<file path="config.mk">
export PLATFORM = sky130hd
export DESIGN_NAME = download_ddr_packer
export DESIGN_NICKNAME = d
export VERILOG_FILES = /design/src/rtl/download_ddr_packer.sv
export SDC_FILE = /design/constraint.sdc
export NUM_CORES = 1
export LEC_CHECK = 0
export ABC_AREA = 1
export CAP_MARGIN = 15
export CORE_UTILIZATION = 57
export DETAILED_ROUTE_END_ITERATION = 10
export GPL_TIMING_DRIVEN = 0
export PLACE_DENSITY_LB_ADDON = 0.25
export SLEW_MARGIN = 30
export SYNTH_ARGS = -nofsm -noshare
export SYNTH_HDL_FRONTEND = slang
export SYNTH_SLANG_ARGS = --single-unit
</file>
<file path="constraint.sdc">
create_clock -name clock -period 3.69 [get_ports clock]
set_clock_uncertainty 0.2 [all_clocks]
set_input_delay 0.738 -clock clock [delete_from_list [all_inputs] [get_ports clock]]
set_output_delay 0.738 -clock clock [all_outputs]
set_load 0.02 [all_outputs]
</file>
<file path="src/rtl/download_ddr_packer.sv">
// download_ddr_packer: packs 16-bit ROM download words into 64-bit masked DDR line writes
module download_ddr_packer #(
    parameter logic [7:0]  INDEX     = 8'd0,
    parameter logic [31:0] BASE_ADDR = 32'h3000_0000
) (
    input  logic        clock,
    input  logic        reset,
    input  logic        dl_cs,
    input  logic        dl_wr,
    input  logic [7:0]  dl_index,
    input  logic [26:0] dl_addr,
    input  logic [15:0] dl_dout,
    output logic        dl_wait,
    output logic        ddr_wr,
    output logic [31:0] ddr_addr,
    output logic [63:0] ddr_din,
    output logic [7:0]  ddr_mask,
    output logic [7:0]  ddr_burst_length,
    input  logic        ddr_wait_req,
    output logic        done
);
    typedef enum logic [1:0] {IDLE, FILL, FLUSH} state_t;

    state_t      state_q, state_d;
    logic [63:0] buf_q, buf_d;
    logic [7:0]  mask_q, mask_d;
    logic [23:0] line_q, line_d;
    logic        pend_v_q, pend_v_d;
    logic [15:0] pend_data_q, pend_data_d;
    logic [1:0]  pend_lane_q, pend_lane_d;
    logic [23:0] pend_line_q, pend_line_d;
    logic        eod_q, eod_d;
    logic        cs_q;
    logic        done_q, done_d;

    logic        ours, acc, cs_fall;
    logic [1:0]  lane;
    logic [23:0] line;
    logic [7:0]  merged_mask;

    function automatic logic [63:0] put(input logic [15:0] d, input logic [1:0] l);
        put = 64'(d) << {l, 4'd0};
    endfunction

    function automatic logic [7:0] msk(input logic [1:0] l);
        msk = 8'b11 << {l, 1'b0};
    endfunction

    assign ours        = dl_index == INDEX;
    assign acc         = dl_cs & dl_wr & ours & ~dl_wait;
    assign cs_fall     = cs_q & ~dl_cs;
    assign lane        = dl_addr[2:1];
    assign line        = dl_addr[26:3];
    assign merged_mask = mask_q | msk(lane);

    assign dl_wait          = state_q == FLUSH;
    assign ddr_wr           = state_q == FLUSH;
    assign ddr_addr         = ddr_wr ? BASE_ADDR + {5'd0, line_q, 3'b000} : '0;
    assign ddr_din          = buf_q;
    assign ddr_mask         = mask_q;
    assign ddr_burst_length = 8'd1;
    assign done             = done_q;

    // next-state: fill the line buffer, divert a foreign-line word to pending, flush on full/line change/end
    always_comb begin
        state_d     = state_q;
        buf_d       = buf_q;
        mask_d      = mask_q;
        line_d      = line_q;
        pend_v_d    = pend_v_q;
        pend_data_d = pend_data_q;
        pend_lane_d = pend_lane_q;
        pend_line_d = pend_line_q;
        eod_d       = eod_q;
        done_d      = 1'b0;
        case (state_q)
            IDLE: begin
                if (acc) begin
                    buf_d   = put(dl_dout, lane);
                    mask_d  = msk(lane);
                    line_d  = line;
                    state_d = FILL;
                end else if (cs_fall) begin
                    done_d = 1'b1;
                end
            end
            FILL: begin
                if (eod_q) begin
                    state_d = FLUSH;
                end else if (acc && line == line_q) begin
                    buf_d   = (buf_q & ~put(16'hFFFF, lane)) | put(dl_dout, lane);
                    mask_d  = merged_mask;
                    state_d = merged_mask == 8'hFF ? FLUSH : FILL;
                end else if (acc) begin
                    pend_v_d    = 1'b1;
                    pend_data_d = dl_dout;
                    pend_lane_d = lane;
                    pend_line_d = line;
                    state_d     = FLUSH;
                end else if (cs_fall) begin
                    eod_d   = 1'b1;
                    state_d = FLUSH;
                end
            end
            FLUSH: begin
                if (cs_fall)
                    eod_d = 1'b1;
                if (!ddr_wait_req) begin
                    if (pend_v_q) begin
                        buf_d    = put(pend_data_q, pend_lane_q);
                        mask_d   = msk(pend_lane_q);
                        line_d   = pend_line_q;
                        pend_v_d = 1'b0;
                        state_d  = FILL;
                    end else begin
                        buf_d   = '0;
                        mask_d  = '0;
                        eod_d   = 1'b0;
                        done_d  = eod_q | cs_fall;
                        state_d = IDLE;
                    end
                end
            end
            default: state_d = IDLE;
        endcase
    end

    // state registers; cs history only tracks downloads addressed to this index
    always_ff @(posedge clock) begin
        if (reset) begin
            state_q     <= IDLE;
            buf_q       <= '0;
            mask_q      <= '0;
            line_q      <= '0;
            pend_v_q    <= 1'b0;
            pend_data_q <= '0;
            pend_lane_q <= '0;
            pend_line_q <= '0;
            eod_q       <= 1'b0;
            cs_q        <= 1'b0;
            done_q      <= 1'b0;
        end else begin
            state_q     <= state_d;
            buf_q       <= buf_d;
            mask_q      <= mask_d;
            line_q      <= line_d;
            pend_v_q    <= pend_v_d;
            pend_data_q <= pend_data_d;
            pend_lane_q <= pend_lane_d;
            pend_line_q <= pend_line_d;
            eod_q       <= eod_d;
            cs_q        <= dl_cs & ours;
            done_q      <= done_d;
        end
    end
endmodule

</file>
==> results.json, run 1 <==
{
  "fp-row-count": 44,
  "postSynthCellCount": 1418,
  "critical-path-max-stage-delay_ns": 0.60,
  "tcrit_tclk_final_pct": 95.55,
  "cts.reportedPaths.clkPinSlew_ns": 0.06,
  "final_net_count": 1647,
  "route.detailed.vias_per_inst": 5.855,
  "stdcell_area_um2": 11040,
  "start_util_pct": 59.37,
  "first_pass_grt_wire_length_mm": 47.19,
  "share_of_final_layout_standard_cells_stronger_than_drive_strength_1_pct": 6.258,
  "htree_num_levels": 4,
  "area_delta_synth_final_pct": 26.01,
  "timing.critical_path.fanout_max": 19,
  "fmax_mhz": 283.6,
  "crit_path_top_delay_cell": "clkdlybuf4s50_1",
  "route.detailed.wl_per_inst_um": 17.22,
  "gp_weighted_congestion": 0.9763,
  "number_of_endpoints_failing_setup_at_the_final_stage": 0,
  "critPathRequiredTime_ns": 2.75,
  "grt_overflow_total": 0,
  "detail_route.iter0.violations": 1636,
  "end_kind": "output pin",
  "die_area_um2": 15870,
  "drt_pre_antenna_iters": 11,
  "worst_slew_margin_rel_pct": 40.04,
  "static-leakage-power_nw": 4.619,
  "io_pins": 171,
  "cts_tree": "built",
  "max_transition_viols_final": 0,
  "critPathLaunchType": "flip-flop",
  "fin_crit_ns": 3.526,
  "seqCellArea_um2": 2883,
  "ir_drop_mv": 0.3883,
  "synth.yosys.seq_area_share_pct": 32.91,
  "ant_nets": 0,
  "cts-root-buf": "clkbuf_16",
  "die_height_um": 126.0,
  "detailed_place_hpwl_mm": 21.25,
  "first_global_vias": 8973,
  "cap_viol_max_count": 0,
  "core_region_area_um2": 14750,
  "min_delay_path_class": "reg -> reg",
  "insertedDiodeCount": 0,
  "layout_commonest_cell": "nand2_1",
  "multiInputGateArea_um2": 4773,
  "portBuffers": 139,
  "number_of_hold_violations_in_the_final_report": 0,
  "worst_path_cell_chain": "inv_1 > ha_1 > buf_2 > clkbuf_2 > nand2_1 > inv_1 > clkdlybuf4s50_1",
  "die_w_um": 126.0,
  "insertion_delay_ns": 0.44,
  "critical_path_class": "reg -> out",
  "post-cts-setup-buffer-count": 0,
  "outcome": "complete, no violations",
  "clock_path_buffers": 2,
  "powerDensity_nw_per_um2": 590.7,
  "setup_total_negative_slack_ns": 0,
  "n_fill_cell": 1222,
  "cts_made_buffers": 17,
  "grt_antenna_before_repair": 0,
  "global_route.usage.total_pct": 38.19,
  "placedInstanceArea_um2": 10430,
  "timing.critical_path.mode_cell": "inv_1",
  "routed-via-count": 10434,
  "grt_setup_unrepaired": "no",
  "yosys_warning_total": 0,
  "synth.ff_latch_count": 144,
  "fin_total_pwr_mw": 6.520,
  "synth_area_per_cell_um2": 6.177,
  "crit_arrival_ns": 2.59,
  "commonest_non_fill_non_tap_cells_in_the_layout": "291 x nand2_1, 244 x nor2_1, 144 x dfxtp_1, 139 x clkdlybuf4s50_1, 120 x o21ai_0",
  "post_synth_instance_area_um2": 8760,
  "grt_max_degree": 20,
  "synth_cell_types": 25,
  "finalWirelength_mm": 30.68,
  "tritoncts_num_sinks": 144,
  "worst_pin_slew_ns": 0.8925,
  "remaining_routing_drc_violations": 0,
  "r2r_setup_slk_ns": 0.36
}
[layer usage]
| layer | global-route usage [%] | part of all wire, % | wire, um |
|---|---|---|---|
| met5 | 0 | 0.15 | 47 |
| met4 | 18.64 | 4.7 | 1428 |
| met1 | 53.02 | 40 | 12350 |
| met2 | 55.15 | 41 | 12530 |
| met3 | 9.431 | 14 | 4325 |
[metrics by stage]
stage          hold slack, ns  instances  setup slack (ns)  utilization [%]
2_1_floorplan          0.2487       1430             1.010                -
3_3_place_gp           0.2609       1753            0.1222            70.67
3_5_place_dp           0.2738       1753            0.1161            70.67
4_1_cts                0.2828       1782          0.004313            74.80
5_1_grt                0.2937       1782           0.02929            74.81
6_report               0.2808       1782            0.1641            74.81
[worst max-delay path: cells and delay by family (launching register included)]
family        cells  cell delay (ns)
buf+inv           5             1.45
flops             1             0.34
fa+ha+maj         1             0.26
simple gates      1             0.10
[flip-flops by register name (all words and copies together) (netlist names), 2 cells and up]
| name | cells |
|---|---|
| ddr_din | 64 |
| ddr_mask | 8 |
| line_q | 24 |
| pend_data_q | 16 |
| pend_lane_q | 2 |
| pend_line_q | 24 |
| state_q | 2 |
[cells by family after synthesis]
logic type               Yosys count  share of synthesized area, %
other                              2                       0.08573
adder cells (fa/ha/maj)            4                        0.5714
AND/OR/NAND/NOR                  641                         29.20
buffers and inverters            259                         13.11
AO/OA/AOI/OAI                    361                         23.43
flip-flops                       144                         32.91
XOR/XNOR                           7                        0.6999
[power breakdown]
part           internal, mW  leakage [nW]  switching (mW)
Combinational         0.997          3.16            1.55
Sequential             1.88          1.16           0.291
Clock                  1.13         0.297           0.681
[synth_stat cells, drive strengths merged]
| cell | n | share of area (%) |
|---|---|---|
| xnor2 | 6 | 0.60 |
| nand2 | 292 | 13 |
| xor2 | 1 | 0.10 |
| o21ai | 120 | 6.9 |
| nor2 | 245 | 11 |
| a22oi | 64 | 5.5 |
| ha | 4 | 0.57 |
| a21oi | 111 | 6.3 |
| conb | 2 | 0.086 |
| o22ai | 64 | 4.6 |
| o211ai | 2 | 0.17 |
| inv | 123 | 5.3 |
| dfxtp | 144 | 33 |
| nor3 | 21 | 1.4 |
| clkbuf | 62 | 2.7 |
| nand3 | 83 | 4.7 |
| buf | 74 | 5.2 |
[path summary, 6_finish.rpt]
check | cells past startpoint | from | endpoint
worst min-delay path | 2 | line_q[11]$_SDFFE_PP0P_ | line_q[11]$_SDFFE_PP0P_
worst min register to register | 2 | line_q[11]$_SDFFE_PP0P_ | line_q[11]$_SDFFE_PP0P_
worst max-delay path | 7 | state_q[0]$_SDFFE_PP0P_ | ddr_addr[15]
worst max register to register | 14 | state_q[0]$_SDFFE_PP0P_ | ddr_mask[2]$_SDFFE_PP0P_
[cell type report]
cell class	count	share of cell area, %
sequential	144	26.12
timing repair buffer	139	12.60
clock buffer	21	4.353
clock inverter	9	1.202
inverter	123	4.183
buffer	135	6.212
tap	184	2.086
multi-input combinational	1027	43.24
[timing repair]
action / in CTS / in global routing
hold buffers: 0 / 0
endpoints found under the setup margin: 20 / 20
gates resized for setup: 0 / 2
Power figures use the tool's default switching activity.
==> run 2, diff against run 1 <==
- CORE_ASPECT_RATIO: unset -> 1.75
- SKIP_LAST_GASP: unset -> 1
==> results.json, run 2 (synthesized netlist as in run 1, its figures left out) <==
{
  "timing.critical_path.fanout_max": 19,
  "core_region_area_um2": 14910,
  "insertion_delay_ns": 0.45,
  "clock_path_buffers": 2,
  "htree_num_levels": 4,
  "fin_crit_ns": 3.456,
  "cts.reportedPaths.clkPinSlew_ns": 0.07,
  "grt_overflow_total": 0,
  "number_of_endpoints_failing_setup_at_the_final_stage": 0,
  "static-leakage-power_nw": 4.602,
  "detailed_place_hpwl_mm": 23.42,
  "ant_nets": 0,
  "n_fill_cell": 1260,
  "end_kind": "flip-flop",
  "powerDensity_nw_per_um2": 590.9,
  "placement.setup.worst_slack_ns": 0.01881,
  "global_route.usage.total_pct": 41.72,
  "route.detailed.wl_per_inst_um": 18.37,
  "worst_path_dominant_cell_family": "buffers and inverters",
  "layout_commonest_cell": "nand2_1",
  "power_switching_mw": 2.677,
  "share_of_final_layout_standard_cells_stronger_than_drive_strength_1_pct": 6.375,
  "cp.buffers_inverters": 6,
  "grt_setup_unrepaired": "no",
  "outcome": "complete, no violations",
  "ctsHoldBuffers": 0,
  "critPathRequiredTime_ns": 3.87,
  "die_area_um2": 15890,
  "hold_slack_ns": 0.2775,
  "first_global_vias": 9956,
  "sw_frac_of_total_pct": 41.19,
  "largest_reg_flops": 64,
  "die_height_um": 166.0,
  "share_seq_of_total_power_pct": 33.4,
  "io_pins": 171,
  "tritoncts_num_sinks": 144,
  "cts-root-buf": "clkbuf_16",
  "remaining_routing_drc_violations": 0,
  "min_delay_path_class": "reg -> reg",
  "post-cts-setup-buffer-count": 0,
  "start_util_pct": 58.74,
  "tcrit_tclk_final_pct": 93.67,
  "worst_slew_margin_rel_pct": 35.59,
  "die_w_um": 95.71,
  "grt_max_degree": 20,
  "worst_path_cell_chain": "inv_1 > ha_1 > clkbuf_4 > inv_2 > nand2_1 > nor3_2 > inv_2 > nand2_1 > nand2_1 > nor3_4 > buf_4 > buf_6 > a21oi_1 > nor2_1",
  "route.detailed.vias_per_inst": 5.877,
  "number_of_hold_violations_in_the_final_report": 0,
  "final_net_count": 1647,
  "crit_arrival_ns": 3.63,
  "crit_path_top_delay_cell": "nor3_4",
  "grt_antenna_before_repair": 0,
  "internal-power_mw": 3.823,
  "cts_tree": "built",
  "commonest_non_fill_non_tap_cells_in_the_layout": "291 x nand2_1, 244 x nor2_1, 144 x dfxtp_1, 139 x clkdlybuf4s50_1, 120 x o21ai_0",
  "finalWirelength_mm": 32.76,
  "share_comb_of_total_power_pct": 39.5,
  "critical_path_class": "reg -> reg",
  "fp-row-count": 59,
  "power_frac_clock_pct": 27.1,
  "fmax_mhz": 289.3,
  "area_delta_synth_final_pct": 25.57,
  "setup_total_negative_slack_ns": 0,
  "timing.critical_path.mode_cell": "nand2_1",
  "multiInputGateArea_um2": 4773,
  "first_pass_grt_wire_length_mm": 50.23,
  "seqCellArea_um2": 2883,
  "worst_pin_slew_ns": 0.9588,
  "portBuffers": 139,
  "critical-path-max-stage-delay_ns": 0.47,
  "max_transition_viols_final": 0,
  "insertedDiodeCount": 0,
  "setup_ws_ns": 0.2336,
  "cap_viol_max_count": 0,
  "gp_weighted_congestion": 1.021,
  "critPathLaunchType": "flip-flop",
  "cts_made_buffers": 17,
  "routed-via-count": 10478,
  "detail_route.iter0.violations": 977,
  "drt_pre_antenna_iters": 8,
  "ir_drop_mv": 0.3837
}
run 2: changes by cell type in the layout (fill, tap and decap cells not counted), sizes merged:
cell	delta
bufinv	-2
inv	+9
clkbuf	-4
clkinv	-1
run 2: metal layers:
| layer | routed length, um | global-route usage (%) |
|---|---|---|
| met1 | 10860 | 42.66 |
| met2 | 15560 | 68.73 |
| met3 | 3147 | 10.16 |
| met4 | 3192 | 36.02 |
| met5 | 0 | 0 |
run 2: final timing paths:
path | cells after the start | endpoint | startpoint | slack, ns
max | 14 | ddr_din[25]$_SDFFE_PP0P_ | state_q[0]$_SDFFE_PP0P_ | 0.23
min | 2 | line_q[4]$_SDFFE_PP0P_ | line_q[4]$_SDFFE_PP0P_ | 0.28
max reg2reg | 14 | ddr_din[25]$_SDFFE_PP0P_ | state_q[0]$_SDFFE_PP0P_ | 0.23
min reg2reg | 2 | line_q[4]$_SDFFE_PP0P_ | line_q[4]$_SDFFE_PP0P_ | 0.28
run 2: cell type report:
type                            count  share of cell area [%]
Clock inverter                     15                   1.342
Multi-Input combinational cell   1027                   43.40
Timing Repair Buffer              139                   12.65
Tap cell                          183                   2.082
Clock buffer                       17                   3.868
Buffer                            135                   6.256
Inverter                          123                   4.197
Sequential cell                   144                   26.21
run 2: timing repair:
item / 4_1_cts / 5_1_grt
cloned: 0 / 0
gates resized for setup: 1 / 2
endpoints found under the setup margin: 20 / 14
run 2: worst min-delay path, delay by kind of cell, from the launching register on:
kind / cells / cell delay [ns]
buffers and inverters: 1 / 0.05
DFF: 1 / 0.33
AOI/OAI and AO/OA: 1 / 0.05
run 2: per-stage QoR:
step                util, %  area [um^2]  total power [mW]  std cells
detailed placement    69.91        10430             4.692       1752
CTS                   73.74        11000             6.415       1783
floorplan                 -         8805             3.721       1430
finish                73.76        11000             6.499       1783
global route          73.76        11000             6.778       1783
global placement      69.91        10430             4.656       1752
run 2: power by group through the flow:
stage	Clock [mW]	Sequential, mW	Combinational [mW]
4_1_cts	1.74	2.16	2.52
6_report	1.76	2.17	2.57
3_3_place_gp	0	2.18	2.47
5_1_grt	1.81	2.20	2.78
2_1_floorplan	0	2.38	1.34
3_5_place_dp	0	2.18	2.51
